==> src/rtl/rd_sched_pkg.sv <==
// Shared types and default timing constants for the telemetry read-port scheduler
// and the UART transmit controllers that consume its frames.
package rd_sched_pkg;

  typedef enum logic [1:0] {
    IDLE = 2'd0,
    SLOT = 2'd1,
    ADV  = 2'd2,
    FIN  = 2'd3
  } sched_state_e;

  localparam int FRAME_LEN = 18;
  localparam int SLOT_LEN  = 64;
  localparam int RD_START  = 40;
  localparam int RD_WIDTH  = 4;

endpackage

==> src/rtl/rr_arbiter.sv <==
// Combinational round-robin select: returns the first pending index after the
// pointer, wrapping modulo N_CH.
module rr_arbiter #(
  parameter int N_CH = 5
) (
  input  logic [N_CH-1:0] pending_i,
  input  logic [2:0]      pointer_i,
  input  logic            en_i,
  output logic            valid_o,
  output logic [2:0]      grant_o
);

  localparam int IW = $clog2(N_CH);

  // Scan from farthest to nearest so the nearest pending index overwrites.
  always_comb begin
    int cand;
    valid_o = 1'b0;
    grant_o = '0;
    cand    = 0;
    for (int k = N_CH; k >= 1; k--) begin
      cand = (int'(pointer_i) + k) % N_CH;
      if (en_i && pending_i[IW'(cand)]) begin
        valid_o = 1'b1;
        grant_o = 3'(cand);
      end
    end
  end

endmodule

==> src/rtl/rd_port_scheduler.sv <==
// Shares one telemetry memory read port among N_CH UART channels: round-robin
// frame grants, per-word address sequencing and a timed read strobe.
module rd_port_scheduler
  import rd_sched_pkg::*;
#(
  parameter int N_CH      = 5,
  parameter int FRAME_LEN = rd_sched_pkg::FRAME_LEN,
  parameter int ADDR_W    = 5,
  parameter int SLOT_LEN  = rd_sched_pkg::SLOT_LEN,
  parameter int RD_START  = rd_sched_pkg::RD_START,
  parameter int RD_WIDTH  = rd_sched_pkg::RD_WIDTH
) (
  input  logic              clk,
  input  logic              rst,
  input  logic [N_CH-1:0]   req,
  output logic              rd_en,
  output logic [ADDR_W-1:0] rd_adr,
  output logic [N_CH-1:0]   rd_sel,
  output logic              busy,
  output logic [2:0]        grant_id,
  output logic [N_CH-1:0]   done
);

  localparam int SC_W = $clog2(SLOT_LEN);
  localparam logic [SC_W-1:0]   SLOT_LAST = SC_W'(SLOT_LEN - 1);
  localparam logic [SC_W-1:0]   RD_FIRST  = SC_W'(RD_START);
  localparam logic [SC_W-1:0]   RD_STOP   = SC_W'(RD_START + RD_WIDTH);
  localparam logic [ADDR_W-1:0] WORD_LAST = ADDR_W'(FRAME_LEN - 1);

  sched_state_e      state_q, state_d;
  logic [N_CH-1:0]   reqSync1_q, reqSync2_q, reqPrev_q;
  logic [N_CH-1:0]   pending_q, pending_d, done_q, done_d;
  logic [SC_W-1:0]   slotCnt_q, slotCnt_d;
  logic [ADDR_W-1:0] wordCnt_q, wordCnt_d;
  logic [2:0]        grant_q, grant_d, rrPtr_q, rrPtr_d, arbIdx;
  logic              busy_q, busy_d, rdEn_q, rdEn_d, arbValid;
  logic [N_CH-1:0]   reqRise, grantOh;

  assign reqRise = reqSync2_q & ~reqPrev_q;
  assign grantOh = N_CH'(1) << grant_q;

  rr_arbiter #(.N_CH(N_CH)) u_arb (
    .pending_i (pending_q),
    .pointer_i (rrPtr_q),
    .en_i      (state_q == IDLE),
    .valid_o   (arbValid),
    .grant_o   (arbIdx)
  );

  always_ff @(posedge clk or negedge rst) begin
    if (!rst) begin
      state_q    <= IDLE;
      reqSync1_q <= '0;
      reqSync2_q <= '0;
      reqPrev_q  <= '0;
      pending_q  <= '0;
      done_q     <= '0;
      slotCnt_q  <= '0;
      wordCnt_q  <= '0;
      grant_q    <= '0;
      rrPtr_q    <= 3'(N_CH - 1);
      busy_q     <= 1'b0;
      rdEn_q     <= 1'b0;
    end else begin
      state_q    <= state_d;
      reqSync1_q <= req;
      reqSync2_q <= reqSync1_q;
      reqPrev_q  <= reqSync2_q;
      pending_q  <= pending_d;
      done_q     <= done_d;
      slotCnt_q  <= slotCnt_d;
      wordCnt_q  <= wordCnt_d;
      grant_q    <= grant_d;
      rrPtr_q    <= rrPtr_d;
      busy_q     <= busy_d;
      rdEn_q     <= rdEn_d;
    end
  end

  // A request edge landing in the same clock as that channel's done re-arms it.
  always_comb begin
    state_d   = state_q;
    slotCnt_d = slotCnt_q;
    wordCnt_d = wordCnt_q;
    grant_d   = grant_q;
    rrPtr_d   = rrPtr_q;
    busy_d    = busy_q;
    done_d    = '0;
    pending_d = pending_q;
    unique case (state_q)
      IDLE: begin
        if (arbValid) begin
          grant_d   = arbIdx;
          wordCnt_d = '0;
          slotCnt_d = '0;
          busy_d    = 1'b1;
          state_d   = SLOT;
        end
      end
      SLOT: begin
        if (slotCnt_q == SLOT_LAST) state_d = ADV;
        else                        slotCnt_d = slotCnt_q + 1'b1;
      end
      ADV: begin
        if (wordCnt_q == WORD_LAST) begin
          state_d = FIN;
        end else begin
          wordCnt_d = wordCnt_q + 1'b1;
          slotCnt_d = '0;
          state_d   = SLOT;
        end
      end
      FIN: begin
        done_d    = grantOh;
        pending_d = pending_q & ~grantOh;
        rrPtr_d   = grant_q;
        wordCnt_d = '0;
        slotCnt_d = '0;
        busy_d    = 1'b0;
        state_d   = IDLE;
      end
      default: state_d = IDLE;
    endcase
    pending_d = pending_d | reqRise;

    rdEn_d = rdEn_q;
    if (state_d != SLOT || slotCnt_d == RD_STOP) rdEn_d = 1'b0;
    if (state_d == SLOT && slotCnt_d == RD_FIRST) rdEn_d = 1'b1;
  end

  assign rd_en    = rdEn_q;
  assign rd_adr   = wordCnt_q;
  assign rd_sel   = rdEn_q ? grantOh : '0;
  assign busy     = busy_q;
  assign grant_id = grant_q;
  assign done     = done_q;

endmodule

==> config.mk <==
export PLATFORM = sky130hd
export DESIGN_NAME = rd_port_scheduler
export DESIGN_NICKNAME = d
export VERILOG_FILES = /design/src/rtl/rd_sched_pkg.sv /design/src/rtl/rr_arbiter.sv /design/src/rtl/rd_port_scheduler.sv
export SDC_FILE = /design/constraint.sdc
export NUM_CORES = 1
export LEC_CHECK = 0
export BUFFER_PORTS_ARGS = -buffer_cell sky130_fd_sc_hd__buf_2
export CAP_MARGIN = 15
export CORE_ASPECT_RATIO = 0.6
export CORE_MARGIN = 4
export CORE_UTILIZATION = 50
export DETAILED_ROUTE_END_ITERATION = 6
export GPL_TIMING_DRIVEN = 0
export PLACE_DENSITY = 0.75
export SYNTH_ARGS = -nofsm -noshare
export SYNTH_HDL_FRONTEND = slang
export SYNTH_SLANG_ARGS = --single-unit
export TNS_END_PERCENT = 1
==> constraint.sdc <==
create_clock -name clk -period 15.2 [get_ports clk]
set_input_delay 0 -clock clk [delete_from_list [all_inputs] [get_ports clk]]
set_output_delay 0 -clock clk [all_outputs]
set_load 0.05 [all_outputs]
==> impl_metrics.csv, run 1 <==
group,metric,value,unit
clock_network,cts_resized,0,
critical_path,slowest_stage,"o41ai_2",
synth,synthTopCellsByCount,"dfrtp_1 (45), nand2_1 (40), nor2_1 (33)",
sta,worst_slew_pin_slew,987,ps
sta,fin_tns_setup,0,ps
placed_design,gp_congestion,0.963,
sta,rsz0062_at_grt,"no",
pwr,p_sw_share,47.3,%
drt,first_iter_violations,237,
pwr,power_switching,317,uW
min_path,hold_class,"reg -> reg",
placed_design,placed_area,0.00381,sq mm
critical_path,path_class,"reg -> reg",
synth,avgSynthCellArea,9.04,sq um
placed_design,dp.cells,508,
synth,syn_area,0.00357,sq mm
cells_and_area,nNetsFinal,471,
critical_path,crit_chain,"clkbuf_1 > inv_2 > ha_1 > buf_2 > buf_2 > inv_2 > ha_1 > nor2_1 > a21oi_1 > xnor2_1 > inv_1 > ha_1 > nand2b_1 > a31oi_1 > a21o_1 > mux2_2 > a31oi_1 > o21ai_0 > o41ai_2 > o21ai_1 > o21ai_0",
floorplan,ios,27,
clock_network,cts_tree,"done",
drt,routed_wl,8.79,mm
critical_path,critPathMaxStageDelay,650,ps
run,maxCapViolCount,0,
synth,ys.flop_type,"dfrtp_1",
grt,grt_pass1_vias,2949,
synth,syn_nets,432,
clock_network,numClockSinks,46,
critical_path,endpoint_kind,"flop",
floorplan,coreArea,0.00679,sq mm
sta,final_hold_viol_count,0,
sta,maxSlewViolCount,0,
sta,min_period,6000,ps
grt,grt-ovfl-total,0,
synth,yosysMostFrequentCell,"dfrtp_1",
drt,ant_nets,0,
cells_and_area,syn2layout_area_growth,12.6,%
sta,setup_viol,0,
cells_and_area,final_cells,522,
floorplan,die_h,73.5,um
clock_network,clkTransAtPathRegs,70,ps
cells_and_area,final_area,0.00402,sq mm
drt,drcViolationCount,0,
pwr,power.density,167,mW/mm^2
cells_and_area,drive_above_1_share,16.3,%
clock_network,clock-root-buffer,"clkbuf_16",
cells_and_area,antenna_cells,0,
floorplan,die-area,0.00860,sq mm
synth,ys_ff_latch,46,
grt,grt_pass1_wl,14.6,mm
drt,drtPass1Iterations,4,
drt,via_per_inst,6.00,
cells_and_area,n_fill_cell,569,
sta,maxSlewHeadroom,34.2,%
critical_path,cp_data_arrival_time,6210,ps
grt,antenna_found_initial,0,
synth,synth_enable_flop_cells,0,
sta,period_share,39.4,%
critical_path,cpMostUsedCell,"ha_1",
pwr,leakage,0.00186,uW
clock_network,htreeDepth,2,
grt,grt_use_total,21.7,%
outcome,outcome,"completed",
synth,async_reset_ff_share,100,%
synth,ys_seq_area_share,32.3,%
sta,fin_skew,5.92,ps
critical_path,crit_required,15410,ps
sta,max_freq,0.167,GHz
pwr,p_comb_share,59.0,%
synth,yosys.area.top_type,"dfrtp_1",
clock_network,cts_buffers,5,
synth,synth_area_leaders,"dfrtp_1 (32%), ha_1 (10%), nand2_1 (4.2%), nor2_1 (3.5%), inv_1 (2.8%)",
pwr,ir_worst_vdd,0.0781,mV
grt,grt_start_max_net_pins,47,
floorplan,row_count,23,
clock_network,clock_path_buffers,2,
drt,wire_per_inst,16.8,um
floorplan,start_util,52.6,%
clock_network,clk_latency,290,ps
synth,ys_types,71,
synth,postSynthCellCount,395,
sta,fin_hold_ws,342,ps
synth,ys_warn_count,0,
pwr,sequentialPowerShare,24.7,%
placed_design,place_hpwl,6.77,mm
drt,vias,3131,
placed_design,io_buffers,26,
critical_path,cp_max_fo,11,
synth,yosysTopAreaCellShare,31.5,%
floorplan,die_x,117,um
pwr,p_int,353,uW
pwr,p_clk_share,16.3,%
critical_path,start_kind,"flop",
cells by family (layout without fill, tap and decap cells):
kind of cell	Yosys count	count (layout)	synth area share, %
AO/OA/AOI/OAI	104	104	21.5
XOR/XNOR	14	14	3.85
adder cells (fa/ha/maj)	30	30	10.7
buffers and inverters	45	85	5.43
flip-flops	46	46	32.3
multiplexers	16	16	6.03
AND/OR/NAND/NOR	140	140	20.2
per-layer routing:
layer | track usage, % | up-vias | part of all wire, %
met5 | 0 | - | 0
met1 | 35.0 | 1512 | 51
met2 | 29.7 | 119 | 40
met4 | 2.04 | 0 | 0.11
li1 | - | 1498 | -
met3 | 5.68 | 2 | 8.4
critical path, delay by kind of cell (launching register included):
family | cells | cell delay, ps
muxes | 1 | 360
AOI/OAI and AO/OA | 8 | 2060
DFF | 1 | 510
adders and majority gates | 3 | 860
and+or+nand+nor | 2 | 320
xor gates and xnor gates | 1 | 330
buffers and inverters | 6 | 1460
final cells by class:
class / instances / area [sq um] / share of cell area [%]
Multi-Input combinational cell: 304 / 2220 / 55.3
Sequential cell: 46 / 1150 / 28.7
Timing Repair Buffer: 32 / 190 / 4.73
Clock buffer: 5 / 125 / 3.11
Inverter: 30 / 113 / 2.80
Tap cell: 87 / 109 / 2.71
Buffer: 15 / 81.3 / 2.02
Clock inverter: 3 / 25.0 / 0.622
cells in the final DEF, fill, tap and decap left out, types with 9 or more instances in the layout:
cell type  instances
ha_1              29
nand2_1           40
o21ai_0           17
inv_1             27
dfrtp_1           45
nand3_1           14
xnor2_1           10
a21oi_1           18
buf_2             28
nor2b_1            9
clkbuf_1           9
nor2_1            33
through the flow:
stage               utilization, %  setup WS [ps]  total power, uW
floorplan                        -          10410              468
global placement              56.1           9410              540
detailed placement            56.1           9250              554
CTS                           59.2           9220              667
global route                  59.2           8620              722
finish                        59.2           9200              670
path summary, 6_finish.rpt:
kind                                from  slack, ps       endpoint  cells after the start
max in group asynchronous            rst      14170   pending_q[3]                      2
max reg2reg                   rrPtr_q[0]       9200      rd_adr[2]                     21
min                        reqSync1_q[2]        340  reqSync2_q[2]                      0
max                           rrPtr_q[0]       9200      rd_adr[2]                     21
min reg2reg                reqSync1_q[2]        340  reqSync2_q[2]                      0
min in group asynchronous            rst        420   slotCnt_q[4]                      2
sequential cells by signal, summed over array words and instances, names as in the netlist:
| name | cells |
|---|---|
| rd_en | 1 |
| state_q | 2 |
| rd_adr | 5 |
| reqPrev_q | 5 |
| reqSync2_q | 5 |
| slotCnt_q | 6 |
| done | 5 |
| rrPtr_q | 3 |
| grant_id | 3 |
| pending_q | 5 |
| reqSync1_q | 5 |
| busy | 1 |
power groups by stage:
stage          combinational (uW)  sequential (uW)  clock, uW
3_5_place_dp                  387              167          0
4_1_cts                       391              165        112
6_report                      395              165        110
3_3_place_gp                  373              167          0
2_1_floorplan                 285              182          0
5_1_grt                       437              168        117
timing repair:
action                                 4_1_cts  5_1_grt
hold buffers                                 6        0
endpoints found under the hold margin       50        0
buffers inserted                             0        0
No activity file was read; power rests on OpenSTA's default activity.
==> inputs of run 2 (changes only) <==
--- a/config.mk
+++ b/config.mk
@@ -12,7 +12,7 @@
 export CORE_UTILIZATION = 50
 export DETAILED_ROUTE_END_ITERATION = 6
 export GPL_TIMING_DRIVEN = 0
-export PLACE_DENSITY = 0.75
+export PLACE_DENSITY = 0.78
 export SYNTH_ARGS = -nofsm -noshare
 export SYNTH_HDL_FRONTEND = slang
 export SYNTH_SLANG_ARGS = --single-unit
==> constraint.sdc (replaced) <==
create_clock -name clk -period 5 [get_ports clk]
set_input_delay 0 -clock clk [delete_from_list [all_inputs] [get_ports clk]]
set_output_delay 0 -clock clk [all_outputs]
set_load 0.05 [all_outputs]
==> impl_metrics.csv, run 2 (synthesis results as in run 1) <==
group,metric,value,unit
floorplan,die-area,0.00860,sq mm
grt,antenna_found_initial,0,
run,maxCapViolCount,0,
pwr,p_sw_share,47.1,%
critical_path,r2r-end,"rd_en",
cells_and_area,drive_above_1_share,23.7,%
pwr,power.density,521,mW/mm^2
floorplan,ios,27,
grt,grt_pass1_vias,3096,
critical_path,endpoint_kind,"flop",
pwr,p_comb_share,62.6,%
cells_and_area,regArea,0.00115,sq mm
cells_and_area,regMostFlops,"slotCnt_q",
cells_and_area,nNetsFinal,488,
floorplan,die_h,73.5,um
sta,max_freq,0.205,GHz
placed_design,place_hpwl,6.84,mm
critical_path,reg2reg_slack,110,ps
clock_network,numClockSinks,46,
drt,drtPass1Iterations,5,
placed_design,io_buffers,26,
clock_network,clkTransAtPathRegs,70,ps
sta,setup_viol,0,
critical_path,start_kind,"flop",
critical_path,path_class,"reg -> reg",
critical_path,r2r_cells,22,
cells_and_area,final_cell_mix,"dfrtp_1 (43), nand2_1 (40), nor2_1 (32)",
pwr,power,2230,uW
pwr,p_clk_share,15.0,%
pwr,ir_worst_vdd,0.216,mV
grt,grt_pass1_wl,15.6,mm
grt,grt-ovfl-total,0,
critical_path,cp_data_arrival_time,5070,ps
cells_and_area,largest_reg_flops,6,
drt,wire_per_inst,18.1,um
floorplan,row_count,23,
floorplan,start_util,52.6,%
min_path,hold_end,"reqSync1_q[4]",
cells_and_area,n_fill_cell,564,
sta,maxSlewViolCount,0,
critical_path,crit_required,5180,ps
cells_and_area,multi_input_comb_area,0.00233,sq mm
sta,maxSlewHeadroom,33.8,%
critical_path,r2r-start,"rrPtr_q[0]",
grt,grt_use_total,23.5,%
drt,ant_nets,0,
placed_design,gp_congestion,0.907,
critical_path,critPathMaxStageDelay,430,ps
critical_path,slowest_stage,"o41a_1",
sta,period_share,97.8,%
critical_path,crit_buf_inv,6,
placed_design,dp.cells,508,
floorplan,coreArea,0.00679,sq mm
pwr,p_int,1180,uW
grt,grt_start_max_net_pins,47,
min_path,holdCritStartpoint,"req[4]",
cells_and_area,antenna_cells,0,
sta,fin_hold_ws,347,ps
clock_network,clock-root-buffer,"clkbuf_16",
clock_network,clk_latency,290,ps
critical_path,crit_chain,"clkbuf_8 > inv_6 > ha_2 > buf_4 > buf_4 > inv_2 > ha_1 > nor2_2 > a21oi_2 > xnor2_2 > inv_1 > ha_1 > nand2b_1 > a31oi_2 > a21o_1 > mux2_2 > a31oi_4 > nand3_2 > o41a_1 > a211oi_2 > nand3_1 > and3b_1",
sta,worst_slew_pin_slew,993,ps
sta,min_period,4890,ps
cells_and_area,final_common_cell,"dfrtp_1",
critical_path,cp_top_family,"compound AO/OA/AOI/OAI gates",
drt,routed_wl,9.78,mm
drt,drcViolationCount,0,
clock_network,cts_buffers,5,
clock_network,htreeDepth,2,
clock_network,clock_path_buffers,2,
pwr,power_switching,1050,uW
pwr,leakage,0.00197,uW
outcome,outcome,"completed",
sta,final_hold_viol_count,0,
critical_path,cp_max_fo,11,
min_path,hold_class,"in -> reg",
drt,vias,3298,
cells_and_area,syn2layout_area_growth,19.9,%
drt,first_iter_violations,341,
drt,via_per_inst,6.12,
pwr,sequentialPowerShare,22.5,%
cells_and_area,final_cells,539,
clock_network,cts_tree,"done",
floorplan,die_x,117,um
sta,fin_skew,6.11,ps
min_path,hold_path_depth,2,
-- run 2: how the worst max path moves through the flow --
stage / slack, ps / end / start / depth (start not counted)
global placement: -940 / rd_en / rrPtr_q[0] / 22
CTS: 5 / rd_en / rrPtr_q[2] / 20
floorplan: 210 / rd_en / rrPtr_q[0] / 22
global route: -140 / rd_en / rrPtr_q[1] / 21
detailed placement: -990 / rd_en / rrPtr_q[0] / 21
finish: 110 / rd_en / rrPtr_q[0] / 22
-- run 2: cell type report --
cell class	instances	share of cell area, %
multi-input cells	304	54.5
flip-flops and latches	46	27.0
repair buffers	49	7.42
clock buffers	5	2.92
inverters	30	2.83
well taps	87	2.54
plain buffers	15	2.25
clock inverters	3	0.584
-- run 2: power by group through the flow --
stage / clock network [uW] / logic, uW / registers, uW
after floorplan: 0 / 868 / 554
after global routing: 363 / 1520 / 508
after detailed placement: 0 / 1180 / 506
final: 334 / 1400 / 501
after CTS: 339 / 1290 / 499
after global placement: 0 / 1140 / 503
-- run 2: routing by layer --
layer | wire length [um] | part of all wire (%) | track usage (%) | up-vias
met5 | 0 | 0 | 0 | -
met4 | 136 | 1.4 | 4.33 | 0
met3 | 900 | 9.2 | 6.09 | 23
met2 | 4260 | 44 | 35.0 | 157
met1 | 4480 | 46 | 34.8 | 1587
li1 | - | - | - | 1531
-- run 2: metrics by stage --
| step | TNS [ps] | cell area, sq um | worst slack, ps | utilization, % |
|---|---|---|---|---|
| after floorplan | 0 | 3570 | 214 | - |
| after global placement | -12150 | 3810 | -941 | 56.1 |
| after detailed placement | -12800 | 3810 | -991 | 56.1 |
| after CTS | 0 | 4130 | 5.33 | 60.9 |
| after global routing | -253 | 4280 | -139 | 63.0 |
| final | 0 | 4280 | 111 | 63.0 |
-- run 2: timing repair --
item,in CTS,in global routing
pin swaps,5,2
hold endpoints to repair,50,0
endpoints found under the setup margin,17,17
gates resized for setup,18,15
buffers inserted,5,12
hold buffers,6,0
